[src/rtl/snn_interfaces_pkg.sv]
// Shared SNN datapath types: the event vector passed between stages and
// the event FIFO's output-register state.
package snn_interfaces_pkg;

  localparam int SNN_TIMESTEP_BITS        = 8;
  localparam int SNN_COORD_BITS           = 8;
  localparam int SNN_IN_CHANNELS          = 2;
  localparam int EVENT_FIFO_DEPTH_DEFAULT = 16;
  localparam int DROP_COUNT_BITS          = 16;

  typedef struct packed {
    logic [SNN_TIMESTEP_BITS-1:0] timestep;
    logic [SNN_COORD_BITS-1:0]    x;
    logic [SNN_COORD_BITS-1:0]    y;
    logic [SNN_IN_CHANNELS-1:0]   spikes;
  } output_vector_t;

  typedef enum logic {
    OREG_EMPTY,
    OREG_HOLD
  } oreg_state_t;

endpackage

[src/rtl/event_fifo_mem.sv]
// Event storage array for event_input_fifo: synchronous write port and a
// combinational read of the entry at the read pointer.
module event_fifo_mem
  import snn_interfaces_pkg::*;
#(
  parameter int DEPTH    = EVENT_FIFO_DEPTH_DEFAULT,
  parameter int PTR_BITS = $clog2(DEPTH)
) (
  input  logic                clk,
  input  logic                wr_en_i,
  input  logic [PTR_BITS-1:0] wr_ptr_i,
  input  output_vector_t      wr_data_i,
  input  logic [PTR_BITS-1:0] rd_ptr_i,
  output output_vector_t      rd_data_o
);

  output_vector_t mem_q [DEPTH];

  always_ff @(posedge clk) begin
    if (wr_en_i) begin
      mem_q[wr_ptr_i] <= wr_data_i;
    end
  end

  assign rd_data_o = mem_q[rd_ptr_i];

endmodule

[src/rtl/event_input_fifo.sv]
// Spike-event input FIFO feeding Convolution2d: circular array plus one output
// register. Define EVENT_FIFO_BOUNDS_CHECK_EN to discard off-image events.
module event_input_fifo
  import snn_interfaces_pkg::*;
#(
  parameter int DEPTH         = EVENT_FIFO_DEPTH_DEFAULT,
  parameter int COORD_BITS    = SNN_COORD_BITS,
  parameter int IN_CHANNELS   = SNN_IN_CHANNELS,
  parameter int TIMESTEP_BITS = SNN_TIMESTEP_BITS,
  parameter int IMG_WIDTH     = 8,
  parameter int IMG_HEIGHT    = 8
) (
  input  logic                       clk,
  input  logic                       rst,
  input  logic                       flush,
  input  logic                       in_valid,
  output logic                       in_ready,
  input  logic [TIMESTEP_BITS-1:0]   in_timestep,
  input  logic [COORD_BITS-1:0]      in_x,
  input  logic [COORD_BITS-1:0]      in_y,
  input  logic [IN_CHANNELS-1:0]     in_spikes,
  output output_vector_t             event_out,
  output logic                       event_valid,
  input  logic                       event_ack,
  output logic [$clog2(DEPTH):0]     fill_level,
  output logic                       overflow,
  output logic [DROP_COUNT_BITS-1:0] drop_count
);

  localparam int PTR_BITS = $clog2(DEPTH);
  localparam logic [PTR_BITS:0] DEPTH_C = (PTR_BITS+1)'(DEPTH);

  logic [PTR_BITS-1:0]        wr_ptr_q, wr_ptr_d;
  logic [PTR_BITS-1:0]        rd_ptr_q, rd_ptr_d;
  logic [PTR_BITS:0]          count_q, count_d;
  oreg_state_t                state_q, state_d;
  output_vector_t             oreg_q, oreg_d;
  logic                       overflow_q, overflow_d;
  logic [DROP_COUNT_BITS-1:0] drop_cnt_q, drop_cnt_d;

  logic           ready_c;
  logic           accept_c;
  logic           in_bounds_c;
  logic           wr_en_c;
  logic           pop_c;
  logic           drop_inc_c;
  output_vector_t wr_data_c;
  output_vector_t head_c;

  assign ready_c   = (count_q < DEPTH_C) && !rst && !flush;
  assign accept_c  = in_valid && ready_c;
  assign wr_data_c = {in_timestep, in_x, in_y, in_spikes};

`ifdef EVENT_FIFO_BOUNDS_CHECK_EN
  assign in_bounds_c = (32'(in_x) < IMG_WIDTH) && (32'(in_y) < IMG_HEIGHT);
`else
  assign in_bounds_c = 1'b1;
`endif

  assign wr_en_c = accept_c && in_bounds_c;

  event_fifo_mem #(
    .DEPTH    (DEPTH),
    .PTR_BITS (PTR_BITS)
  ) u_mem (
    .clk       (clk),
    .wr_en_i   (wr_en_c),
    .wr_ptr_i  (wr_ptr_q),
    .wr_data_i (wr_data_c),
    .rd_ptr_i  (rd_ptr_q),
    .rd_data_o (head_c)
  );

  always_comb begin
    wr_ptr_d   = wr_ptr_q;
    rd_ptr_d   = rd_ptr_q;
    count_d    = count_q;
    state_d    = state_q;
    oreg_d     = oreg_q;
    overflow_d = overflow_q;
    drop_cnt_d = drop_cnt_q;
    pop_c      = 1'b0;
    drop_inc_c = 1'b0;

    // The output register pulls from the array head whenever it is free or being acked.
    unique case (state_q)
      OREG_EMPTY: begin
        if (count_q != '0) begin
          pop_c   = 1'b1;
          state_d = OREG_HOLD;
        end
      end
      OREG_HOLD: begin
        if (event_ack) begin
          if (count_q != '0) begin
            pop_c = 1'b1;
          end else begin
            state_d = OREG_EMPTY;
          end
        end
      end
      default: state_d = OREG_EMPTY;
    endcase

    if (pop_c) begin
      oreg_d   = head_c;
      rd_ptr_d = rd_ptr_q + 1'b1;
    end
    if (wr_en_c) begin
      wr_ptr_d = wr_ptr_q + 1'b1;
    end

    unique case ({wr_en_c, pop_c})
      2'b10:   count_d = count_q + 1'b1;
      2'b01:   count_d = count_q - 1'b1;
      default: count_d = count_q;
    endcase

    if (in_valid && !ready_c && !rst && !flush) begin
      overflow_d = 1'b1;
      drop_inc_c = 1'b1;
    end
    if (accept_c && !in_bounds_c) begin
      drop_inc_c = 1'b1;
    end
    if (drop_inc_c && (drop_cnt_q != '1)) begin
      drop_cnt_d = drop_cnt_q + 1'b1;
    end

    // Flush empties storage but keeps the error statistics for control.
    if (flush) begin
      wr_ptr_d = '0;
      rd_ptr_d = '0;
      count_d  = '0;
      state_d  = OREG_EMPTY;
      oreg_d   = '0;
    end
  end

  always_ff @(posedge clk) begin
    if (rst) begin
      wr_ptr_q   <= '0;
      rd_ptr_q   <= '0;
      count_q    <= '0;
      state_q    <= OREG_EMPTY;
      oreg_q     <= '0;
      overflow_q <= 1'b0;
      drop_cnt_q <= '0;
    end else begin
      wr_ptr_q   <= wr_ptr_d;
      rd_ptr_q   <= rd_ptr_d;
      count_q    <= count_d;
      state_q    <= state_d;
      oreg_q     <= oreg_d;
      overflow_q <= overflow_d;
      drop_cnt_q <= drop_cnt_d;
    end
  end

  assign in_ready    = ready_c;
  assign event_out   = oreg_q;
  assign event_valid = (state_q == OREG_HOLD);
  assign fill_level  = count_q;
  assign overflow    = overflow_q;
  assign drop_count  = drop_cnt_q;

endmodule

[config.mk]
export PLATFORM = sky130hd
export DESIGN_NAME = event_input_fifo
export DESIGN_NICKNAME = d
export VERILOG_FILES = /design/src/rtl/snn_interfaces_pkg.sv /design/src/rtl/event_fifo_mem.sv /design/src/rtl/event_input_fifo.sv
export SDC_FILE = /design/constraint.sdc
export NUM_CORES = 1
export LEC_CHECK = 0
export BUFFER_PORTS_ARGS = -buffer_cell sky130_fd_sc_hd__buf_4
export CORE_MARGIN = 1.5
export CORE_UTILIZATION = 55
export DETAILED_ROUTE_END_ITERATION = 8
export PLACE_DENSITY = 0.73
export SYNTH_ARGS = -nofsm -noshare
export SYNTH_HDL_FRONTEND = slang
export SYNTH_HIERARCHICAL = 1
export SYNTH_SLANG_ARGS = --single-unit
[constraint.sdc]
create_clock -name clk -period 4.2 [get_ports clk]
set_clock_uncertainty 0.15 [all_clocks]
set_input_delay 0.84 -clock clk [delete_from_list [all_inputs] [get_ports clk]]
set_output_delay 0.84 -clock clk [all_outputs]
set_load 0.03 [all_outputs]
**Yosys cells after proc, flatten, opt, wreduce, memory -nomap -nowiden**

Memories as Yosys holds them, arrays and structs flattened. A register that Yosys moved wholly into a read port is not among the register bits.
Index checks and enable logic that the tools add are counted.

- Add/sub/neg operators: 5
- $lt $le $gt $ge: 1
- Eq/ne operators: 3
- Mux-type cells: 9
- Bitwise gates (word level): 1
- Reduce and logical (&&, ||, !) cells: 13

Operators by type and width:

| cell | count |
|---|---|
| adder 16 x 1 -> 16 bit, second input constant | 1 |
| inequality test 16 bit, second input constant | 1 |
| one-hot mux 5 bit (2 select lines) | 1 |
| adder 4 x 1 -> 4 bit, second input constant | 2 |
| logical AND 1 bit | 7 |
| two-way mux 1 bit | 6 |
| adder 5 x 1 -> 5 bit, second input constant | 1 |
| less-than comparator 5 bit, second input constant | 1 |
| nonzero test 5 bit | 1 |
| subtractor 5 x 1 -> 5 bit, second input constant | 1 |
| one-hot mux 1 bit (2 select lines) | 2 |
| zero test 1 bit | 3 |
| == test 2 x 1 -> 1 bit, second input constant | 1 |
| == test 2 bit, second input constant | 1 |
| nonzero test 2 bit | 1 |
| OR reduction 2 bit | 1 |
| NOT 1 bit | 1 |

- Bits in registers: 31
- Bits in writable memories: 416
- Input bits: 31
- Output and inout bits: 50
- Word-level logic and storage cells: 39
- Memories: 1

Memories:

| memory | words | width | read ports | clocked after memory_dff | write ports | RTL line | RTL |
|---|---|---|---|---|---|---|---|
| u_mem.mem_q | 16 | 26 | 1 | 1 | 1 | event_fifo_mem.sv:17 | `output_vector_t mem_q [DEPTH];` |

**Longest topological paths before layout**

- Depth after elaboration: 9
- Mapped depth: 11
- Gate-level depth less buffers: 10

**By module**

Netlist, hierarchy kept.

Modules (own cells, without submodules):

| module | times used | cells an instance | area an instance (um^2) | sequential area each (um^2) |
|---|---|---|---|---|
| event_fifo_mem | 1 | 660 | 15856.5 | 12492.0 |
| event_input_fifo | 1 | 299 | 2478.6 | 1141.1 |

**Worst setup path after synthesis**

No wires, ideal clock.

- Kind: input -> register
- Start point: input rst
- End point: memory u_mem/mem_q[0][0] (netlist name) (enable)
- Setup time: 442 ps
- Data arrival time: 3860 ps
- Required time: 3608 ps
- Slack: -251 ps
- Stages on the path: 4
- Buffers on the path: 1
- Path through: buf_6 nor4b_2 or3b_2 nor3_1

- Cells in the longest elaborated chain, start to end: 6

Ends and longest elaborated chain:

| item | RTL line | RTL |
|---|---|---|
| start: declaration | event_input_fifo.sv:14 | `input logic rst,` |
| zero test 1 bit | event_input_fifo.sv:50 | `assign ready_c = (count_q < DEPTH_C) && !rst && !flush;` |
| logical AND 1 bit (2 in a row) | event_input_fifo.sv:50 |  |
| logical AND 1 bit | event_input_fifo.sv:51 | `assign accept_c = in_valid && ready_c;` |
| net accept_c | event_input_fifo.sv:42 | `logic accept_c;` |
| two-way mux 1 bit | event_fifo_mem.sv:20 | `if (wr_en_i) begin` |
| two-way mux 1 bit (implied by the code) | event_fifo_mem.sv:21 | `mem_q[wr_ptr_i] <= wr_data_i;` |
| end: declaration | event_fifo_mem.sv:17 |  |

The timed path passes the listed nets, and every way through them passes these cells.

**Worst setup path after layout**

- Start point: input rst
- End point: memory u_mem/mem_q[2][9] (netlist name) (enable)

Same word-level chain as after synthesis.

==> out/results.txt <==
chip height - 186 um
hpwl dp - 21700 um
Die Area - 34400 sq um
largest family of logic cells by synthesized area - multiplexers
drt first-iter violations - 775
Setup violations, final - 0
Hold Buf Count CTS - 0
reg2reg path depth - 9
Synth Area per Inst - 19.1 sq um
vias after detailed routing - 9452
antenna violations before repair - 0
compound-gate portion of the synthesized area - 0.0394
slowest stage cell on the critical path - nor2_4
Cell variety after synth - 48
synth top area cells - edfxtp_1 (68%), mux4_2 (8.4%), dfxtp_1 (6.2%)
Synth Area in Simple Gates - 0.0490
slew margin rel. - 0.277
Tcrit/Tclk final - 0.658
CTS tree - built
sequential-to-total area share from yosys stat - 0.744
Post-synth top flop - edfxtp_1
# nets final - 1106
worst hold path depth - 2
Die W - 186 um
PortBufs - 80
fmax - 362 MHz
adder-cell share of the synthesized area - 0.00587
max-cap violations - 0
share of layout cells above drive strength 1 - 0.247
# clock sinks - 473
total power - 9.50 mW
pwr/cell area - 451 nW/um^2
Cell Area, Synth - 18300 sq um
Starting Density - 0.561
total wire length - 38000 um
GR met3 Demand/Resource - 0.0428
cell with the most instances after synthesis - edfxtp_1
Via density - 6.11
Max VDD drop - 0.368 mV
Area Growth Syn to Fin - 15.0%
crit-path max cell delay - 0.72 ns
vias in the first global route - 9481
Cell Rows - 66
mux cell area share after synthesis - 0.139
Worst-path clk slew - 0.06 ns
Post-CTS Setup Repair Bufs - 0
Reg-to-Reg End - fill_level[4]
area share of the largest cell type after synthesis - 0.681
final hold vios - 0
CP Cell Sequence - buf_4, nor4b_2, buf_4, or3b_2, nor2_4
startpoint types - primary input
Top Usage Layer GRT - met2
Critical Path Sink - u_mem/mem_q[2][9]
cell repeated most along the worst path - buf_4
Synth Register Bits - 473
Clock Tree Root - clkbuf_16
crit path from - rst
Synth area leader - edfxtp_1
Reg-to-Reg Start - fill_level[1]
synth cell count leaders - edfxtp_1 (416), nand2_1 (91), mux4_2 (68)
run status - finished clean
CP arrival - 2.77 ns
unrepaired setup endpoints after global routing - no
global-route wire length before repair - 57600 um
final max-slew violation count - 0
XOR/XNOR Fraction of Synth Area - 0.00287
H-tree depth - 2
Post-Syn Instances - 959
post-route cell area - 21100 sq um
WS Path Type - primary input to flop
CP max FO - 26
WL/cell - 24.6 um
TNS Setup - 0 ns
Worst Tran Pin Value - 1.08 ns
diode count - 0
post-route ant nets - 0
P_leak - 6.73 nW
Core ar. - 32700 sq um
global route overflow - 0
GRT Overall Usage - 0.228
post-synth net total - 998
crit path time final - 2.77 ns
crit end category - flop
I/O pin total - 81
hold crit path type - flop to flop
routability congestion estimate - 0.789
largest net degree at the start of global routing - 58
EDFF count, synth - 416
Num CTS Buffers - 47
DRC violations left - 0
Final Util - 0.645
grt met2 use - 0.363
M1 GR Usage - 0.329
Req. time, crit path - 4.21 ns
Synth warnings - 6
DP Area - 19600 sq um
FF-to-FF setup slack - 1.46 ns
# resized after CTS - 0
clk_lat worst skew - 0.55 ns
TritonRoute pass-1 iters - 4
Async SR Flop Fraction - 0
clock buffer depth - 3
==> cell type report <==
class,instances,area [sq um]
Clock buffer,61,1260
Clock inverter,25,244
Fill cell,2231,11600
Inverter,10,37.5
Multi-Input combinational cell,426,4460
Sequential cell,473,13600
Tap cell,442,553
Timing Repair Buffer,109,881
==> how the worst min path moves through the flow <==
| stage | start | endpoint |
|---|---|---|
| global placement | event_out[24] | event_out[24] |
| CTS | event_out[16] | event_out[16] |
| global route | event_out[10] | event_out[10] |
| floorplan | rd_ptr_q[1] | rd_ptr_q[1] |
| detailed placement | event_out[16] | event_out[16] |
| finish | event_out[16] | event_out[16] |
==> critical path: cells and delay by family <==
family	cells	cell delay, ns
and+or+nand+nor	3	1.53
buffers and inverters	2	0.39
==> metal layers <==
| layer | vias up | part of all wire |
|---|---|---|
| met5 | - | 0 |
| met1 | 4849 | 0.42 |
| met2 | 399 | 0.49 |
| met3 | 69 | 0.075 |
| li1 | 4135 | - |
| met4 | 0 | 0.021 |
==> logic make-up (layout without fill, tap and decap cells) <==
group | count (synthesis) | count (layout)
DFF | 473 | 473
and+or+nand+nor | 190 | 190
AOI/OAI and AO/OA | 111 | 111
muxes | 111 | 111
buffers and inverters | 60 | 205
adders and majority gates | 8 | 8
xor gates and xnor gates | 6 | 6
==> stage by stage <==
stage / hold slack (ns) / worst slack, ns / instances
6_report: 0.305 / 1.43 / 1546
5_1_grt: 0.320 / 1.29 / 1546
4_1_cts: 0.307 / 1.44 / 1546
3_5_place_dp: 0.298 / 0.909 / 1460
3_3_place_gp: 0.292 / 0.906 / 1460
2_1_floorplan: 0.315 / 0.0190 / 959
==> placed cells by master, fill, tap and decap left out, types with 8 or more instances in the layout <==
cell type    n
a21oi_1     36
buf_4      104
nand2_1     91
nand4_1      9
clkinv_1     8
nand3_1     10
nor3_1       8
inv_1       10
clkbuf_1    11
mux4_2      68
nor2_1      22
mux4_1      36
edfxtp_1   416
clkbuf_16   47
dfxtp_1     55
a22oi_1     52
nor2_4      12
==> registers in the layout, summed over array words and instances, names as in the netlist <==
| name | count |
|---|---|
| drop_count | 16 |
| event_out | 26 |
| event_valid | 1 |
| fill_level | 5 |
| overflow | 1 |
| rd_ptr_q | 4 |
| u_mem/mem_q | 416 |
| wr_ptr_q | 4 |
==> power breakdown <==
group          internal, mW  switching (mW)  total, mW  leakage (nW)
logic                 0.110           0.180      0.289          1.81
registers              5.12          0.0165       5.14          4.20
clock network          2.37            1.70       4.07         0.721
total                  7.60            1.90       9.50          6.73
(Power assumes the default switching activity.)
